File: src/rtl/fp_mul_pkg.sv
// Shared types and constants for the FP multiply datapath: mantissa and
// exponent widths, the mantissa-multiplier FSM state, and the aligned
// result record handed to the rounding stage.
package fp_mul_pkg;

  localparam int MANT_W = 24;
  localparam int EXP_W  = 10;
  localparam int PROD_W = 2 * MANT_W;

  typedef enum logic [1:0] {
    IDLE = 2'd0,
    BUSY = 2'd1,
    DONE = 2'd2
  } state_t;

  typedef struct packed {
    logic [MANT_W-1:0]       mant;
    logic                    g;
    logic                    r;
    logic                    s;
    logic signed [EXP_W-1:0] exp;
    logic                    sign;
    logic                    zero;
  } result_t;

endpackage

File: src/rtl/fp_mant_mult_seq_if.sv
// Operand/result handshake bundle for the iterative mantissa multiplier.
// master drives operands and accepts results; slave is the multiplier.
interface fp_mant_mult_seq_if #(
  parameter int MANT_W = fp_mul_pkg::MANT_W,
  parameter int EXP_W  = fp_mul_pkg::EXP_W
);
  import fp_mul_pkg::*;

  logic                    in_valid;
  logic                    in_ready;
  logic [MANT_W-1:0]       norm_a_mant;
  logic [MANT_W-1:0]       norm_b_mant;
  logic signed [EXP_W-1:0] exp_sum;
  logic                    sign_in;

  logic                    out_valid;
  logic                    out_ready;
  logic [MANT_W-1:0]       prod_mant;
  logic                    guard_bit;
  logic                    round_bit;
  logic                    sticky_bit;
  logic signed [EXP_W-1:0] exp_out;
  logic                    sign_out;
  logic                    prod_zero;

  modport master (
    output in_valid, norm_a_mant, norm_b_mant, exp_sum, sign_in, out_ready,
    input  in_ready, out_valid, prod_mant, guard_bit, round_bit, sticky_bit,
           exp_out, sign_out, prod_zero
  );

  modport slave (
    input  in_valid, norm_a_mant, norm_b_mant, exp_sum, sign_in, out_ready,
    output in_ready, out_valid, prod_mant, guard_bit, round_bit, sticky_bit,
           exp_out, sign_out, prod_zero
  );

endinterface

File: src/rtl/fp_prod_align.sv
// Combinational alignment of a full double-width mantissa product into the
// MANT_W result mantissa plus guard/round/sticky, with the exponent bumped
// when the product carried into the top bit. Denormal products are not
// normalized further here.
module fp_prod_align #(
  parameter int MANT_W = fp_mul_pkg::MANT_W,
  parameter int EXP_W  = fp_mul_pkg::EXP_W
) (
  input  logic [2*MANT_W-1:0]     p,
  input  logic signed [EXP_W-1:0] exp_sum,
  output logic [MANT_W-1:0]       prod_mant,
  output logic                    guard_bit,
  output logic                    round_bit,
  output logic                    sticky_bit,
  output logic signed [EXP_W-1:0] exp_out,
  output logic                    prod_zero
);
  import fp_mul_pkg::*;

  logic carry;

  assign carry = p[2*MANT_W-1];

  // Select the mantissa window and rounding bits by product carry.
  always_comb begin
    prod_mant  = p[2*MANT_W-2 -: MANT_W];
    guard_bit  = p[MANT_W-2];
    round_bit  = p[MANT_W-3];
    sticky_bit = |p[MANT_W-4:0];
    exp_out    = exp_sum;
    if (carry) begin
      prod_mant  = p[2*MANT_W-1 -: MANT_W];
      guard_bit  = p[MANT_W-1];
      round_bit  = p[MANT_W-2];
      sticky_bit = |p[MANT_W-3:0];
      // Exponent wraps in EXP_W; range handling belongs to the rounder.
      exp_out    = exp_sum + EXP_W'(1);
    end
    prod_zero = (p == '0);
  end

endmodule

File: src/rtl/fp_mant_mult_seq.sv
// Iterative shift-add mantissa multiplier: one partial product per clock,
// MANT_W iterations, then the product is aligned and held until the
// downstream stage accepts it.
// Optional macro FP_MANT_MULT_EARLY_TERM_EN: finish as soon as the remaining
// multiplier bits are all zero instead of always running MANT_W iterations.
module fp_mant_mult_seq #(
  parameter int MANT_W = fp_mul_pkg::MANT_W,
  parameter int EXP_W  = fp_mul_pkg::EXP_W
) (
  input  logic               clk,
  input  logic               rst,
  fp_mant_mult_seq_if.slave  bus
);
  import fp_mul_pkg::*;

  localparam int PW    = 2 * MANT_W;
  localparam int CNT_W = $clog2(MANT_W + 1);

  state_t                  state;
  logic [PW-1:0]           mcand;
  logic [MANT_W-1:0]       mlt;
  logic [PW-1:0]           acc;
  logic [CNT_W-1:0]        cnt;
  logic signed [EXP_W-1:0] exp_q;
  logic                    sign_q;

  logic                    out_valid_q;
  logic [MANT_W-1:0]       prod_mant_q;
  logic                    guard_q;
  logic                    round_q;
  logic                    sticky_q;
  logic signed [EXP_W-1:0] exp_out_q;
  logic                    sign_out_q;
  logic                    zero_q;

  logic [PW-1:0]           acc_next;
  logic                    finish;

  logic [MANT_W-1:0]       al_mant;
  logic                    al_g;
  logic                    al_r;
  logic                    al_s;
  logic signed [EXP_W-1:0] al_exp;
  logic                    al_zero;

  // Accumulate this iteration's partial product; decide whether it is the last.
  always_comb begin
    acc_next = acc + (mlt[0] ? mcand : '0);
    finish   = (cnt == CNT_W'(MANT_W - 1));
`ifdef FP_MANT_MULT_EARLY_TERM_EN
    // With no multiplier bits left the accumulator already holds the product
    // (acc_next equals acc because nothing is added).
    finish   = finish || (mlt == '0);
`endif
  end

  fp_prod_align #(
    .MANT_W (MANT_W),
    .EXP_W  (EXP_W)
  ) u_align (
    .p          (acc_next),
    .exp_sum    (exp_q),
    .prod_mant  (al_mant),
    .guard_bit  (al_g),
    .round_bit  (al_r),
    .sticky_bit (al_s),
    .exp_out    (al_exp),
    .prod_zero  (al_zero)
  );

  // Control FSM with the shift-add datapath and registered results.
  always_ff @(posedge clk) begin
    if (rst) begin
      state       <= IDLE;
      mcand       <= '0;
      mlt         <= '0;
      acc         <= '0;
      cnt         <= '0;
      exp_q       <= '0;
      sign_q      <= 1'b0;
      out_valid_q <= 1'b0;
      prod_mant_q <= '0;
      guard_q     <= 1'b0;
      round_q     <= 1'b0;
      sticky_q    <= 1'b0;
      exp_out_q   <= '0;
      sign_out_q  <= 1'b0;
      zero_q      <= 1'b0;
    end else begin
      case (state)
        IDLE: begin
          if (bus.in_valid) begin
            mcand  <= {{MANT_W{1'b0}}, bus.norm_a_mant};
            mlt    <= bus.norm_b_mant;
            exp_q  <= bus.exp_sum;
            sign_q <= bus.sign_in;
            acc    <= '0;
            cnt    <= '0;
            state  <= BUSY;
          end
        end
        BUSY: begin
          acc   <= acc_next;
          mcand <= {mcand[PW-2:0], 1'b0};
          mlt   <= {1'b0, mlt[MANT_W-1:1]};
          cnt   <= cnt + CNT_W'(1);
          if (finish) begin
            prod_mant_q <= al_mant;
            guard_q     <= al_g;
            round_q     <= al_r;
            sticky_q    <= al_s;
            exp_out_q   <= al_exp;
            sign_out_q  <= sign_q;
            zero_q      <= al_zero;
            out_valid_q <= 1'b1;
            state       <= DONE;
          end
        end
        DONE: begin
          if (bus.out_ready) begin
            out_valid_q <= 1'b0;
            state       <= IDLE;
          end
        end
        default: begin
          state <= IDLE;
        end
      endcase
    end
  end

  assign bus.in_ready   = (state == IDLE);
  assign bus.out_valid  = out_valid_q;
  assign bus.prod_mant  = prod_mant_q;
  assign bus.guard_bit  = guard_q;
  assign bus.round_bit  = round_q;
  assign bus.sticky_bit = sticky_q;
  assign bus.exp_out    = exp_out_q;
  assign bus.sign_out   = sign_out_q;
  assign bus.prod_zero  = zero_q;

endmodule
File: src/flat_wrapper.sv
// flat-port wrapper written by rule: the top's interface ports become plain ports
module fp_mant_mult_seq_flat import fp_mul_pkg::*;
#(
  parameter int MANT_W = fp_mul_pkg::MANT_W,
  parameter int EXP_W  = fp_mul_pkg::EXP_W
)
  (clk, rst, bus_in_valid, bus_norm_a_mant, bus_norm_b_mant, bus_exp_sum, bus_sign_in, bus_out_ready, bus_in_ready, bus_out_valid, bus_prod_mant, bus_guard_bit, bus_round_bit, bus_sticky_bit, bus_exp_out, bus_sign_out, bus_prod_zero);
  fp_mant_mult_seq_if #(.MANT_W(MANT_W), .EXP_W(EXP_W)) bus_i ();
  input  logic clk;
  input  logic rst;
  input wire logic [$bits(bus_i.in_valid)-1:0] bus_in_valid;
  input wire logic [$bits(bus_i.norm_a_mant)-1:0] bus_norm_a_mant;
  input wire logic [$bits(bus_i.norm_b_mant)-1:0] bus_norm_b_mant;
  input wire logic [$bits(bus_i.exp_sum)-1:0] bus_exp_sum;
  input wire logic [$bits(bus_i.sign_in)-1:0] bus_sign_in;
  input wire logic [$bits(bus_i.out_ready)-1:0] bus_out_ready;
  output wire logic [$bits(bus_i.in_ready)-1:0] bus_in_ready;
  output wire logic [$bits(bus_i.out_valid)-1:0] bus_out_valid;
  output wire logic [$bits(bus_i.prod_mant)-1:0] bus_prod_mant;
  output wire logic [$bits(bus_i.guard_bit)-1:0] bus_guard_bit;
  output wire logic [$bits(bus_i.round_bit)-1:0] bus_round_bit;
  output wire logic [$bits(bus_i.sticky_bit)-1:0] bus_sticky_bit;
  output wire logic [$bits(bus_i.exp_out)-1:0] bus_exp_out;
  output wire logic [$bits(bus_i.sign_out)-1:0] bus_sign_out;
  output wire logic [$bits(bus_i.prod_zero)-1:0] bus_prod_zero;
  assign bus_i.in_valid = bus_in_valid;
  assign bus_i.norm_a_mant = bus_norm_a_mant;
  assign bus_i.norm_b_mant = bus_norm_b_mant;
  assign bus_i.exp_sum = bus_exp_sum;
  assign bus_i.sign_in = bus_sign_in;
  assign bus_i.out_ready = bus_out_ready;
  assign bus_in_ready = bus_i.in_ready;
  assign bus_out_valid = bus_i.out_valid;
  assign bus_prod_mant = bus_i.prod_mant;
  assign bus_guard_bit = bus_i.guard_bit;
  assign bus_round_bit = bus_i.round_bit;
  assign bus_sticky_bit = bus_i.sticky_bit;
  assign bus_exp_out = bus_i.exp_out;
  assign bus_sign_out = bus_i.sign_out;
  assign bus_prod_zero = bus_i.prod_zero;
  fp_mant_mult_seq #(.MANT_W(MANT_W), .EXP_W(EXP_W)) u_core (.clk(clk), .rst(rst), .bus(bus_i));
endmodule
File: config.mk
export PLATFORM = sky130hd
export DESIGN_NAME = fp_mant_mult_seq_flat
export DESIGN_NICKNAME = d
export VERILOG_FILES = /design/src/rtl/fp_mul_pkg.sv /design/src/rtl/fp_mant_mult_seq_if.sv /design/src/rtl/fp_prod_align.sv /design/src/rtl/fp_mant_mult_seq.sv /design/src/flat_wrapper.sv
export SDC_FILE = /design/constraint.sdc
export NUM_CORES = 1
export LEC_CHECK = 0
export BUFFER_PORTS_ARGS = -buffer_cell sky130_fd_sc_hd__clkbuf_2
export CORE_MARGIN = 2
export CORE_UTILIZATION = 42
export CTS_BUF_LIST = sky130_fd_sc_hd__clkbuf_8
export DETAILED_ROUTE_END_ITERATION = 10
export GPL_ROUTABILITY_DRIVEN = 0
export GPL_TIMING_DRIVEN = 0
export PLACE_DENSITY_LB_ADDON = 0.25
export SYNTH_ARGS = -nofsm -noshare
export SYNTH_HDL_FRONTEND = slang
export SYNTH_SLANG_ARGS = --single-unit
File: constraint.sdc
create_clock -name clk -period 4.45 [get_ports clk]
set_clock_uncertainty 0.2 [all_clocks]
set_input_delay 0.89 -clock clk [delete_from_list [all_inputs] [get_ports clk]]
set_output_delay 0.89 -clock clk [all_outputs]
set_load 0.05 [all_outputs]
-- Word-level counts from Yosys, hierarchy flattened
Index checks and enable logic that the tools add are counted.
- register bits: 178
- latch bits: 0
- bits in writable memories: 0
- ROM bits: 0
- bits of input ports: 63
- output and inout port bits: 41
- word-level logic and storage cells: 56
- memories kept: 0
- add/subtract/negate cells: 3
- $mul: 0
- div/mod/pow operators: 0
- $lt $le $gt $ge: 0
- eq/ne operators: 6
- shift operators: 0
- mux-type cells: 21
- bitwise logic cells: 0
- reduce and logical (&&, ||, !) cells: 11
- operators with widths (kind ; number):
    case mux 48 bit (2 select lines) ; 2
    two-way mux 48 bit ; 3
    adder 48 bit ; 1
    zero test 48 bit ; 1
    two-way mux 24 bit ; 2
    case mux 24 bit (2 select lines) ; 1
    OR reduction 22 bit ; 1
    OR reduction 21 bit ; 1
    adder 10 x 2 -> 10 bit, second input constant ; 1
    two-way mux 10 bit ; 1
    case mux 5 bit (2 select lines) ; 1
    two-way mux 2 bit ; 3
    case mux 2 bit (3 select lines) ; 1
    AND reduction 2 bit ; 3
    AND reduction 3 bit ; 2
    adder 5 x 1 -> 5 bit, second input constant ; 1
    == test 5 bit, second input constant ; 1
    two-way mux 1 bit ; 5
    two-way mux 5 bit ; 1
    inequality test 2 bit, second input constant ; 2
    nonzero test 2 bit ; 2
    == test 2 x 1 -> 1 bit, second input constant ; 1
    == test 2 bit, second input constant ; 1
    zero test 2 bit ; 1
    2 further kinds ; 2

-- Depth between registers and ports, before layout
- word-level depth: 4
- depth in mapped cells: 17
- depth with buffers taken out: 15

-- Cells and area by module
From an unflattened synthesis, not the netlist that was laid out.
- cells, all modules: 1307
- area, all modules: 10027.1 um^2
- modules (own cells, without submodules) (module ; times used ; cells an instance ; area an instance (um^2) ; seq. area each (um^2)):
    fp_mant_mult_seq ; 1 ; 1233 ; 9405.3 ; 3563.4
    fp_prod_align ; 1 ; 74 ; 621.8 ; 0.0

-- Least setup slack after synthesis
No wires, ideal clock.
- path type: reg-to-reg
- start: register u_core.mlt[0]
- end: register u_core.zero_q (netlist: u_core.bus.prod_zero)
- setup time: 59 ps
- data arrival time: 3565 ps
- data required time: 4191 ps
- path slack: 626 ps
- cell stages (with the launch flop): 17
- buffers on the path: 1
- clock period less this slack: 3824 ps
- cell sequence: dfxtp_1 -> clkbuf_1 -> and2_1 -> ha_1 -> inv_1 -> fa_1 -> nor2b_2 -> o211ai_4 -> a21oi_4 -> a221oi_2 -> a2111oi_2 -> o32ai_2 -> mux2i_1 -> o211ai_1 -> or3_1 -> or4_1 -> nand2_1
- longest elaborated chain between the ends: 3
- RTL lines (what ; line ; RTL):
    start: declaration ; fp_mant_mult_seq.sv:21 ; logic [MANT_W-1:0] mlt;
    start signal: assignment ; fp_mant_mult_seq.sv:94 ; mlt <= bus.norm_b_mant;
    start signal: assignment ; fp_mant_mult_seq.sv:105 ; mlt <= {1'b0, mlt[MANT_W-1:1]};
    two-way mux 48 bit ; fp_mant_mult_seq.sv:48 ; acc_next = acc + (mlt[0] ? mcand : '0);
    adder 48 bit ; fp_mant_mult_seq.sv:48 ;
    zero test 48 bit ; fp_prod_align.sv:39 ; prod_zero = (p == '0);
    end signal: assignment ; fp_mant_mult_seq.sv:114 ; zero_q <= al_zero;
    end: declaration ; fp_mant_mult_seq.sv:34 ; logic zero_q;
Every way passes these cells.
A chain may end at the register's enable or synchronous reset.

-- Final worst setup path
Ends and elaborated chain as after synthesis.

==> flow_metrics.env <==
export IMPL_finalHoldViolations=0
export IMPL_drtAntennaViolNets=0
export IMPL_synth_most_common_cell="nor2_1"
export IMPL_cts_sinks=178
export IMPL_htreeDepth=4
export IMPL_drc_errors=0
export IMPL_firstDrtPassIters=5
export IMPL_synth_edff_count=0
export IMPL_synth_top_family_by_area="simple AND/OR/NAND/NOR gates"
export IMPL_hpwlAfterDp_um=26280
export IMPL_slowest_stage="or4_1"
export IMPL_placed_cell_area_um2=11730
export IMPL_numPortBuffers=102
export IMPL_final_net_count=1653
export IMPL_synth_adder_area_share=0.05858
export IMPL_synth_top_area_share=0.3297
export IMPL_hold_ws_ns=0.2652
export IMPL_min_period_ns=4.412
export IMPL_setup_ws_ns=0.03846
export IMPL_sw_frac_of_total=0.3069
export IMPL_synth_warnings=0
export IMPL_cp_end_kind="register"
export IMPL_required_ns=4.68
export IMPL_max_freq_ghz=0.2267
export IMPL_setup_worst_path_class="register to register"
export IMPL_finalPower_mw=3.343
export IMPL_antenna_found_initial=0
export IMPL_synth_simple_gate_area_share=0.2809
export IMPL_die_x_um=164.4
export IMPL_setup_tns_ns=0
export IMPL_cpLargestDelayFamily="compound AO/OA/AOI/OAI gates"
export IMPL_intPower_mw=2.317
export IMPL_core_area_um2=25250
export IMPL_routed_top_layer="met4"
export IMPL_numCtsBuffers=17
export IMPL_die_y_um=164.4
export IMPL_netlist_instances=1414
export IMPL_setup_violations=0
export IMPL_area_growth_pct=14.40
export IMPL_cts_buffer_depth=2
export IMPL_drt_wirelength_per_cell_um=18.27
export IMPL_final_cell_area_um2=12360
export IMPL_p_clk_frac=0.380
export IMPL_diodes=0
export IMPL_path_cells="clkbuf_1 -> nand2_1 -> inv_1 -> ha_1 -> a211oi_2 -> o21bai_2 -> a21oi_1 -> o221ai_4 -> a31oi_4 -> o21ai_0 -> xor2_1 -> nor4_1 -> nand4_1 -> or4_1 -> nand2_1"
export IMPL_async_reset_ff_frac=0
export IMPL_yosysUniqueCellTypes=93
export IMPL_hold_path_class="register to register"
export IMPL_root_buffer="clkbuf_8"
export IMPL_synthTopCellsByArea="dfxtp_1 33%, nor2_1 7.5%, a21oi_1 7.3%"
export IMPL_synth_mux_area_frac=0.02084
export IMPL_start_util=0.4280
export IMPL_synth_cell_area_um2=10810
export IMPL_met2WireLength_um=15260
export IMPL_clk_pin_slew_ns=0.12
export IMPL_synth_xor_area_frac=0.03485
export IMPL_crit_buf_inv=2
export IMPL_grt_overflow_total=0
export IMPL_drtIter0Drc=1121
export IMPL_synth_ff_type="dfxtp_1"
export IMPL_vias=10894
export IMPL_wl_met1_um=15680
export IMPL_critPathMostFrequentCell="nand2_1"
export IMPL_die_area_um2=27030
export IMPL_worst_setup_path_start_kind="register"
export IMPL_combPwrFrac=0.117
export IMPL_grt_pass1_vias=9931
export IMPL_grt_pass1_wl_um=53530
export IMPL_synth_compound_area_frac=0.2296
export IMPL_met3_length_um=2521
export IMPL_syn_area_per_cell_um2=7.643
export IMPL_io_pins=104
export IMPL_ys_ff_latch=178
export IMPL_synth_seq_area_share=0.3297
export IMPL_status="finished, final reports clean"
export IMPL_rsz0062_at_grt="yes"
export IMPL_report_final_slew_viol_count=0
export IMPL_tritoncts="built"
export IMPL_drive_above_1_share=0.1378
export IMPL_wirelength_um=34400
export IMPL_ys_top_cells_by_count="216 x nor2_1, 178 x dfxtp_1, 168 x nand2_1"
export IMPL_pwr_share_seq=0.503
export IMPL_fin_crit_sh=0.9914
export IMPL_power_density_nw_per_um2=270.4
export IMPL_clk_latency_ns=0.48
export IMPL_cellLeakagePower_nw=4.914
export IMPL_yosysTopAreaCell="dfxtp_1"
export IMPL_drv_cap=0
export IMPL_switchingPower_mw=1.026
export IMPL_synth_net_count=1527
export IMPL_grt_max_degree=21
export IMPL_rows=58
export IMPL_slew_headroom=0.2977
export IMPL_vdd_drop_max_mv=0.1726
export IMPL_crit_path_max_fanout=10
export IMPL_grtUsageTotal=0.2539
export IMPL_dp_slack_ns=-0.7329
export IMPL_routed_via_density=5.785
export IMPL_crit_path_max_incr_delay_ns=0.54
export IMPL_arrival_ns=4.64
export IMPL_worst_slew_pin_transition_ns=1.054
==> logic make-up (layout without fill, tap and decap cells) <==
kind of cell	after synthesis	in the layout
adders and majority gates	50	50
buffers and inverters	105	244
and+or+nand+nor	646	646
xor gates and xnor gates	43	43
muxes	22	22
AOI/OAI and AO/OA	370	370
DFF	178	178
==> per-layer routing <==
layer | global-route usage | up-vias
met5 | 0 | -
met4 | 0.08696 | 0
met3 | 0.04068 | 50
met2 | 0.3981 | 417
met1 | 0.3549 | 5125
li1 | - | 5302
==> area by class of cell <==
class	count	area, µm²
Fill cell	2535	12890
Buffer	97	479.2
Clock buffer	17	234.0
Timing Repair Buffer	107	548.0
Tap cell	330	412.9
Multi-Input combinational cell	1131	6874
Inverter	8	30.03
Clock inverter	15	222.7
Sequential cell	178	3563
==> final timing paths <==
path              depth (start not counted)  slack [ns]           from                   end
setup / recovery                         15        0.04  u_core.mlt[0]  u_core.bus.prod_zero
hold / removal                            2        0.27  u_core.mlt[3]         u_core.mlt[3]
setup reg to reg                         15        0.04  u_core.mlt[0]  u_core.bus.prod_zero
hold reg to reg                           2        0.27  u_core.mlt[3]         u_core.mlt[3]
==> worst register-to-register path: stages (launching register included) <==
cell and delay [ns]:
dfxtp_1 0.38, clkbuf_1 0.37, nand2_1 0.17, inv_1 0.09
ha_1 0.24, a211oi_2 0.28, o21bai_2 0.15, a21oi_1 0.41
o221ai_4 0.20, a31oi_4 0.32, o21ai_0 0.17, xor2_1 0.24
nor4_1 0.35, nand4_1 0.18, or4_1 0.54, nand2_1 0.08
==> repair_timing <==
action                                  CTS  global route
pin swaps                                 4             6
endpoints found under the setup margin   17            10
setup buffers                             3             2
hold buffers                              0             0
resized for setup                        12            15
==> cell usage in the layout, fill, tap and decap left out, types with 11 or more instances in the layout <==
cell,Yosys,final
nor2_1,216,216
dfxtp_1,178,178
nand2_1,168,168
a21oi_1,158,157
clkbuf_2,1,106
nand3_1,76,76
clkbuf_1,66,61
and2_1,49,49
ha_1,49,49
nor4_1,42,41
a211oi_1,34,33
o21ai_0,31,30
a22oi_1,27,27
nor3_1,26,26
xnor2_1,26,26
a21o_1,23,23
mux2i_1,21,21
clkbuf_8,2,19
nand4_1,17,17
xor2_1,17,17
o21a_1,12,12
a31oi_1,11,11
==> flip-flops by register name (all words and copies together) (netlist names), 2 cells and up <==
signal / flops
u_core.acc: 48
u_core.mcand: 48
u_core.bus.prod_mant: 24
u_core.mlt: 24
u_core.bus.exp_out: 10
u_core.exp_q: 10
u_core.cnt: 5
u_core.state: 2
==> per-stage QoR <==
step / util / cells
after floorplan: - / 1414
after global placement: 0.4645 / 1846
after detailed placement: 0.4645 / 1846
after CTS: 0.4864 / 1881
after global routing: 0.4896 / 1883
final: 0.4896 / 1883
==> power groups by stage <==
stage	Clock (mW)	Sequential (mW)	Combinational, mW
after floorplan	0	1.71	0.234
after global placement	0	1.72	0.365
after detailed placement	0	1.72	0.368
after CTS	1.29	1.68	0.382
after global routing	1.35	1.69	0.430
final	1.27	1.68	0.390
Power figures use the tool's default switching activity.
